**config.mk**
```make
export PLATFORM = sky130hd
export DESIGN_NAME = bus_upsizer_arbiter
export DESIGN_NICKNAME = d
export VERILOG_FILES = /design/src/rtl/bus_upsizer_arbiter.sv
export SDC_FILE = /design/constraint.sdc
export NUM_CORES = 1
export LEC_CHECK = 0
export ABC_CLOCK_PERIOD_IN_PS = 3300
export BUFFER_PORTS_ARGS = -buffer_cell sky130_fd_sc_hd__buf_4
export CORE_MARGIN = 4
export CORE_UTILIZATION = 45
export DETAILED_ROUTE_END_ITERATION = 16
export PLACE_DENSITY = 0.83
export SLEW_MARGIN = 25
export SYNTH_ARGS = -nofsm -noshare
export SYNTH_HDL_FRONTEND = slang
export SYNTH_SLANG_ARGS = --single-unit
export TNS_END_PERCENT = 30
```
**constraint.sdc**
```tcl
create_clock -name clock -period 3.3 [get_ports clock]
set_input_delay 0.495 -clock clock [delete_from_list [all_inputs] [get_ports clock]]
set_output_delay 0.495 -clock clock [all_outputs]
set_load 0.02 [all_outputs]
```
**src/rtl/bus_upsizer_arbiter.sv**
```systemverilog
// Round-robin arbiter placed in front of a narrow-to-wide bus upsizer.
// Each grant lasts for exactly RATIO accepted beats, so every wide word
// holds data from a single requester. One idle cycle separates grants.
// The owner of every completed word is reported on done_val/done_id.
module bus_upsizer_arbiter #(
  parameter int N_REQ        = 4,
  parameter int S_DATA_WIDTH = 8,
  parameter int M_DATA_WIDTH = 32,
  localparam int ID_W        = (N_REQ > 1) ? $clog2(N_REQ) : 1
) (
  input  logic                            clock,
  input  logic                            reset,
  input  logic [N_REQ-1:0]                req_val,
  input  logic [N_REQ*S_DATA_WIDTH-1:0]   req_data,
  output logic [N_REQ-1:0]                req_rdy,
  output logic                            up_val,
  output logic [S_DATA_WIDTH-1:0]         up_data,
  input  logic                            up_rdy,
  output logic                            busy,
  output logic [ID_W-1:0]                 grant_id,
  output logic                            done_val,
  output logic [ID_W-1:0]                 done_id
);

  localparam int RATIO = M_DATA_WIDTH / S_DATA_WIDTH;
  localparam int CNT_W = (RATIO > 1) ? $clog2(RATIO) : 1;

  // After reset the pointer sits on the last requester so that
  // requester 0 wins the first arbitration.
  localparam logic [ID_W-1:0]  LAST_RST = ID_W'(N_REQ - 1);
  localparam logic [CNT_W-1:0] CNT_LAST = CNT_W'(RATIO - 1);

  typedef enum logic {
    IDLE  = 1'b0,
    GRANT = 1'b1
  } state_t;

  state_t            state_q, state_d;
  logic [ID_W-1:0]   grant_q, grant_d;
  logic [ID_W-1:0]   last_q, last_d;
  logic [CNT_W-1:0]  cnt_q, cnt_d;
  logic              done_val_q, done_val_d;
  logic [ID_W-1:0]   done_id_q, done_id_d;

  logic              sel_found;
  logic [ID_W-1:0]   sel_id;
  logic              fire;

  // Round-robin pick: first valid requester starting after the last grant.
  always_comb begin
    sel_found = 1'b0;
    sel_id    = '0;
    for (int unsigned off = 1; off <= N_REQ; off++) begin
      for (int unsigned i = 0; i < N_REQ; i++) begin
        if (!sel_found && req_val[i] &&
            (((32'(last_q) + off) % N_REQ) == i)) begin
          sel_found = 1'b1;
          sel_id    = ID_W'(i);
        end
      end
    end
  end

  // Steer the granted requester onto the upsizer port; others see ready low.
  always_comb begin
    up_val  = 1'b0;
    up_data = '0;
    req_rdy = '0;
    if (state_q == GRANT) begin
      for (int unsigned i = 0; i < N_REQ; i++) begin
        if (grant_q == ID_W'(i)) begin
          up_val     = req_val[i];
          up_data    = req_data[i*S_DATA_WIDTH +: S_DATA_WIDTH];
          req_rdy[i] = up_rdy;
        end
      end
    end
  end

  assign fire = up_val & up_rdy;

  // Next-state logic: arbitrate in IDLE, count beats in GRANT.
  always_comb begin
    state_d    = state_q;
    grant_d    = grant_q;
    last_d     = last_q;
    cnt_d      = cnt_q;
    done_val_d = 1'b0;
    done_id_d  = done_id_q;
    case (state_q)
      IDLE: begin
        if (sel_found) begin
          grant_d = sel_id;
          state_d = GRANT;
        end
      end
      GRANT: begin
        if (fire) begin
          if (cnt_q == CNT_LAST) begin
            cnt_d      = '0;
            done_val_d = 1'b1;
            done_id_d  = grant_q;
            last_d     = grant_q;
            state_d    = IDLE;
          end else begin
            cnt_d = cnt_q + CNT_W'(1);
          end
        end
      end
      default: state_d = IDLE;
    endcase
  end

  // State registers; reset abandons any partial word without a done pulse.
  always_ff @(posedge clock or posedge reset) begin
    if (reset) begin
      state_q    <= IDLE;
      grant_q    <= '0;
      last_q     <= LAST_RST;
      cnt_q      <= '0;
      done_val_q <= 1'b0;
      done_id_q  <= '0;
    end else begin
      state_q    <= state_d;
      grant_q    <= grant_d;
      last_q     <= last_d;
      cnt_q      <= cnt_d;
      done_val_q <= done_val_d;
      done_id_q  <= done_id_d;
    end
  end

  assign busy     = (state_q == GRANT);
  assign grant_id = grant_q;
  assign done_val = done_val_q;
  assign done_id  = done_id_q;

endmodule

```
# After elaboration in Yosys (flattened, before gate mapping)
# Index checks and enable logic that the tools add are counted.
# totals
mem_count,0
mem_bits_rw,0
output_inout_bits,19
elab_cells,137
latchBits,0
regBits,10
romBits,0
# op_classes
bitwise,2
n_reduce_logical,54
shifts,0
mux,54
n_lt_le_gt_ge,0
n_div,0
eq_ne,16
addsub,5
multipliers,0
# op_table
operator,count
logical NOT 32 bit,4
two-way mux 8 bit,5
two-way mux 1 bit,32
logical AND 1 bit,31
two-way mux 2 bit,15
== test 2 bit (second input constant),11
logical NOT 1 bit,15
== test 2 x 1 -> 1 bit (second input constant),5
adder 2 x 1 -> 2 bit (second input constant),3
adder 2 bit (second input constant),2
two-way mux 4 bit,1
AND reduction 2 bit,2
AND reduction 3 bit,1
logical NOT 2 bit,1
case mux 1 bit (2 select lines),1
bitwise AND 1 bit,1
inverter 1 bit,1

# Logic depth before layout (Yosys ltp)
# depth
ltp_word,66
mapped_depth,5
ltp_nobuf,5

# Least setup slack after synthesis
# No wires, ideal clock.
# synth_path
kind,reg-to-output
from,"reg grant_q[0], in the netlist grant_id[0]"
to,out up_data[2]
path_slack_ps,1274
n_path_buf,2
required_time_ps,2805
stages_incl_launch_ff,5
arrival_ps,1531
cell_sequence,dfrtp_1 > buf_4 > buf_6 > mux4_2 > and2_1
# synth_between
elab_chain_cells,6
# synth_lines
element,line_no,source
"start, declared",39,"logic [ID_W-1:0] grant_q, grant_d;"
"start signal, assigned",125,grant_q <= grant_d;
logical NOT 2 bit,71,if (grant_q == ID_W'(i)) begin
two-way mux 8 bit (3 in series),71,
two-way mux 8 bit *,71,
two-way mux 8 bit *,69,if (state_q == GRANT) begin
"end, declared",17,"output logic [S_DATA_WIDTH-1:0] up_data,"
# Mark *: on every way between the ends. The rest lies on a longest branch, timed or not.

# Worst setup path in the final report
# layout_path
from,"reg grant_q[0], in the netlist grant_id[0]"
to,out up_data[5]
# The elaborated chain is that of the path after synthesis.

==> results.md <==
Clocking:
- The CTS H-tree depth is 1.
- The latest clock arrival within the worst-skew pair is 0.26 ns.
- For this design, the sink count on the clock tree is 10.
- The number of buffers between clock root and the deepest sink is 2.
- The hold buffer count at cts is 0.
- The tree is rooted in a clkbuf_4.
- The post-cts resize count is 0.
- Buffers added to address setup during post-CTS repair amount to 0.
- The clock-pin slew on the worst setup and hold paths is around 0.070 ns.
- The total clock buffers created by CTS is 3.
- TritonCTS built the clock tree.

Floorplan:
- The core outline area is 0.001821 sq mm.
- The die outline width is 52.81 um.
- In this run the vertical extent of the chip is 52.81 um.
- The die covers 0.002788 sq mm.
- The cell row count is 15.
- The number of top-level pins is 58.
- The effective utilization at floorplan is about 50%.

STA:
- The ratio of final minimum period to clock period is 71.54%.
- The total setup violations reported at the end of the flow is 0.
- Derived from the worst setup path, the maximum achievable clock frequency is 423.6 MHz.
- The worst setup skew after layout is between 0.0008 and 0.0009 ns.
- The worst path needs 2.361 ns of the cycle, external delays included.
- Setup repair after global routing left no endpoint under its margin.
- The hold violation total from the final report is 0.
- Setup total negative slack on the finished layout was measured at 0 ns.
- For the pin with the worst max-slew slack, the measured transition is 0.6628 ns.
- In this run the tightest slew margin relative to its limit is 55.81%.
- The number of pins exceeding their max-slew limit in the final report is 0.

Routing:
- The number of vias in the routed layout is between 800 and 900.
- The detailed-router iteration count before antenna repair is 4.
- After detailed routing, the number of vias per cell comes to 5.221.
- The final wirelength is 2.574 mm.
- The count of antenna-violating nets left after detailed routing is 0.
- The residual DRC count is 0.
- In the final routed layout, each cell accounts on average for ~16 um.
- The detailed router finished its first iteration with 12 violations.

Setup path:
- The endpoint identified for the worst register-to-register timing path is done_id[1].
- On the worst path, the slowest cell contributes a delay of 0.70 ns.
- For the worst flop-to-flop path, the logic depth is 4.
- Data on the critical path is required at its endpoint by 2.80 ns.
- The worst path arrival time is 1.87 ns.
- The maximum fanout count along the critical path is 12.
- The signal on the critical path passes through mux4_2 -> and2_1 -> buf_4.
- The category of the worst setup path launch point is a flip-flop.
- STA classifies the critical path endpoint as an output pin.
- The worst-path cell with the longest stage delay is dfrtp_1.
- The setup slack of the worst register-to-register path is 1.37 ns.
- In this run the critical register-to-register path is launched from grant_id[1].
- The worst setup path is of the flip-flop to output pin kind.

Global route:
- The number of antenna violations at the first check in global routing is 0.
- Entering global routing, the biggest net connects 18 pins.
- The global-route wire length before repair is 3.960 mm.
- Global routing consumed, over all layers together, 19.37% of the routing resources.
- The number of global-route vias before repair came to between 800 and 900.
- After global routing the overflow that remains totals 0.

Logic synthesis:
- Counting distinct cell types in the post-synthesis netlist gives 31.
- Synthesis produced 81 cells.
- The number of synthesized register bits is 10.
- Of the post-synthesis cell area, the dominant cell type holds 22.16%.
- The average instance in the mapped netlist occupies between 10 and 15 sq um.
- The post-synthesis cell type with the largest combined area is dfrtp_1.
- In the synthesized netlist the dominant register cell turns out to be dfrtp_1.
- After synthesis, the cell types taking the most area are dfrtp_1 (22%), mux4_2 (20%), mux2_4 (10%).
- For this run, the register share of the synthesized area comes to 27.98%.
- The share of flip-flops with an asynchronous set or reset is 100.0%.
- Synthesis produced a netlist with a net count of 121.
- The Yosys step of the flow raised 0 warnings.
- Counting flops with a built-in enable in the synthesized netlist gives 0.
- The mapped netlist covers 903.4 sq um.

Finish:
- The final-stage net count is roughly 180.
- Once layout is complete, the cells apart from fillers number 163.
- The number of antenna repair diodes is 0.
- The area growth from synthesis to layout is 51.38%.
- The share of post-route cells with drive strength above 1 is 60.14%.

Power:
- The areal power density over the cells is 786.6 mW/mm^2.
- The maximum vdd ir drop is roughly 0.00053 V.
- The fraction of power spent switching nets is 41.52%.
- The reported leakage power is 0.6852 nW.
- The combinational group share of total power is around 65%.
- Registers are responsible for approximately 25% of the overall power.
- In this run the power spent charging and discharging nets is 446.7 uW.
- Per report_power, the clock group accounts for 10.1% of the total.
- Summing internal, switching and leakage power gives between 1 and 1.5 mW.
- The internal power of the cells totals 629.0 uW.

Place:
- The number of instances in the placed design is 159.
- The wire-length estimate of the detail-placed layout is 2.091 mm.
- The global placer's final weighted congestion is 0.8869.
- The number of buffers added on ports is 57.

Min path:
- The min-delay analysis places its worst path in the category input port to asynchronous set/reset pin.

Flow run:
- Across the run, the number of max-cap violations was 0.

Run status:
- The run finished with clean final reports.
## through the flow
| step | area (sq um) | setup WS, ns | utilization [%] | hold WS (ns) |
|---|---|---|---|---|
| final | 1368 | 0.9391 | 75.12 | 0.2063 |
| after global routing | 1368 | 0.8246 | 75.12 | 0.2245 |
| after CTS | 1368 | 0.8976 | 75.12 | 0.2121 |
| after detailed placement | 1331 | 1.191 | 73.13 | 0.4994 |
| after global placement | 1331 | 1.231 | 73.13 | 0.4938 |
| after floorplan | 903.4 | 1.274 | - | 0.3337 |
## Yosys cell counts, types with 2 or more instances
cell type,count
nor3_1,2
and2_1,8
nor2_1,7
mux4_2,8
nand2_1,3
buf_6,2
dfrtp_1,8
o32a_1,2
inv_1,6
nor2b_1,2
a21oi_1,5
dfstp_2,2
mux2_4,6
o21ai_0,3
## power by group through the flow
| stage | sequential, mW | clock, mW | combinational (mW) |
|---|---|---|---|
| 2_1_floorplan | 0.245 | 0 | 0.500 |
| 3_3_place_gp | 0.269 | 0 | 0.688 |
| 3_5_place_dp | 0.274 | 0 | 0.701 |
| 4_1_cts | 0.272 | 0.113 | 0.704 |
| 5_1_grt | 0.284 | 0.121 | 0.743 |
| 6_report | 0.270 | 0.109 | 0.697 |
## how the worst max path moves through the flow
stage           startpoint         end  cells after the start  slack, ns
2_1_floorplan  grant_id[0]  up_data[2]                      4       1.27
3_3_place_gp   grant_id[0]  up_data[5]                      3       1.23
3_5_place_dp   grant_id[0]  up_data[5]                      3       1.19
4_1_cts        grant_id[0]  up_data[5]                      3       0.90
5_1_grt        grant_id[0]  up_data[5]                      3       0.82
6_report       grant_id[0]  up_data[5]                      3       0.94
## sequential cells by signal, summed over array words and instances, names as in the netlist
name,count
busy,1
cnt_q,2
done_id,2
done_val,1
grant_id,2
last_q,2
## area by class of cell
class / instances / area, sq um
sequential: 10 / 252.7
timing repair buffer: 58 / 435.4
tap: 25 / 31.28
multi-input combinational: 60 / 589.3
fill: 138 / 452.9
inverter: 6 / 22.52
clock buffer: 4 / 36.28
## critical path: cells and delay by family, from the launching register on
family / cells / cell delay (ns)
buffers and inverters: 1 / 0.15
flip-flops: 1 / 0.70
multiplexers: 1 / 0.58
AND/OR/NAND/NOR: 1 / 0.17
## logic make-up (layout without fill, tap and decap cells)
kind of cell               after synthesis  in the layout  share of synthesized area (%)
AOI/OAI and AO/OA                       15             15                          12.19
DFF                                     10             10                          27.98
adders and majority gates                1              1                          1.385
and+or+nand+nor                         29             29                          20.64
buffers and inverters                   11             68                          6.786
muxes                                   15             15                          31.03
## cell usage in the layout (no fill, tap or decap), drive strengths merged, types with 2 or more instances in the layout
cell type  netlist  layout
a21boi           2       2
a21oi            6       6
and2             8       8
buf              4      58
clkbuf           1       4
dfrtp            8       8
dfstp            2       2
inv              6       6
mux2             6       6
mux4             8       8
nand2            3       3
nand3            2       2
nor2             7       7
nor2b            3       3
nor3             2       2
o21ai            3       3
o32a             2       2
## metal layers
metal | up-vias | GRT usage, % | share of wire (%) | wire length [um]
met5 | - | 0 | 0 | 0
met4 | 0 | 6.383 | 0.78 | 20
met3 | 4 | 6.268 | 14 | 356
met2 | 46 | 35.95 | 48 | 1227
met1 | 389 | 20.14 | 38 | 970
li1 | 412 | - | - | -
Note: power is estimated with default switching activity, not from simulation.
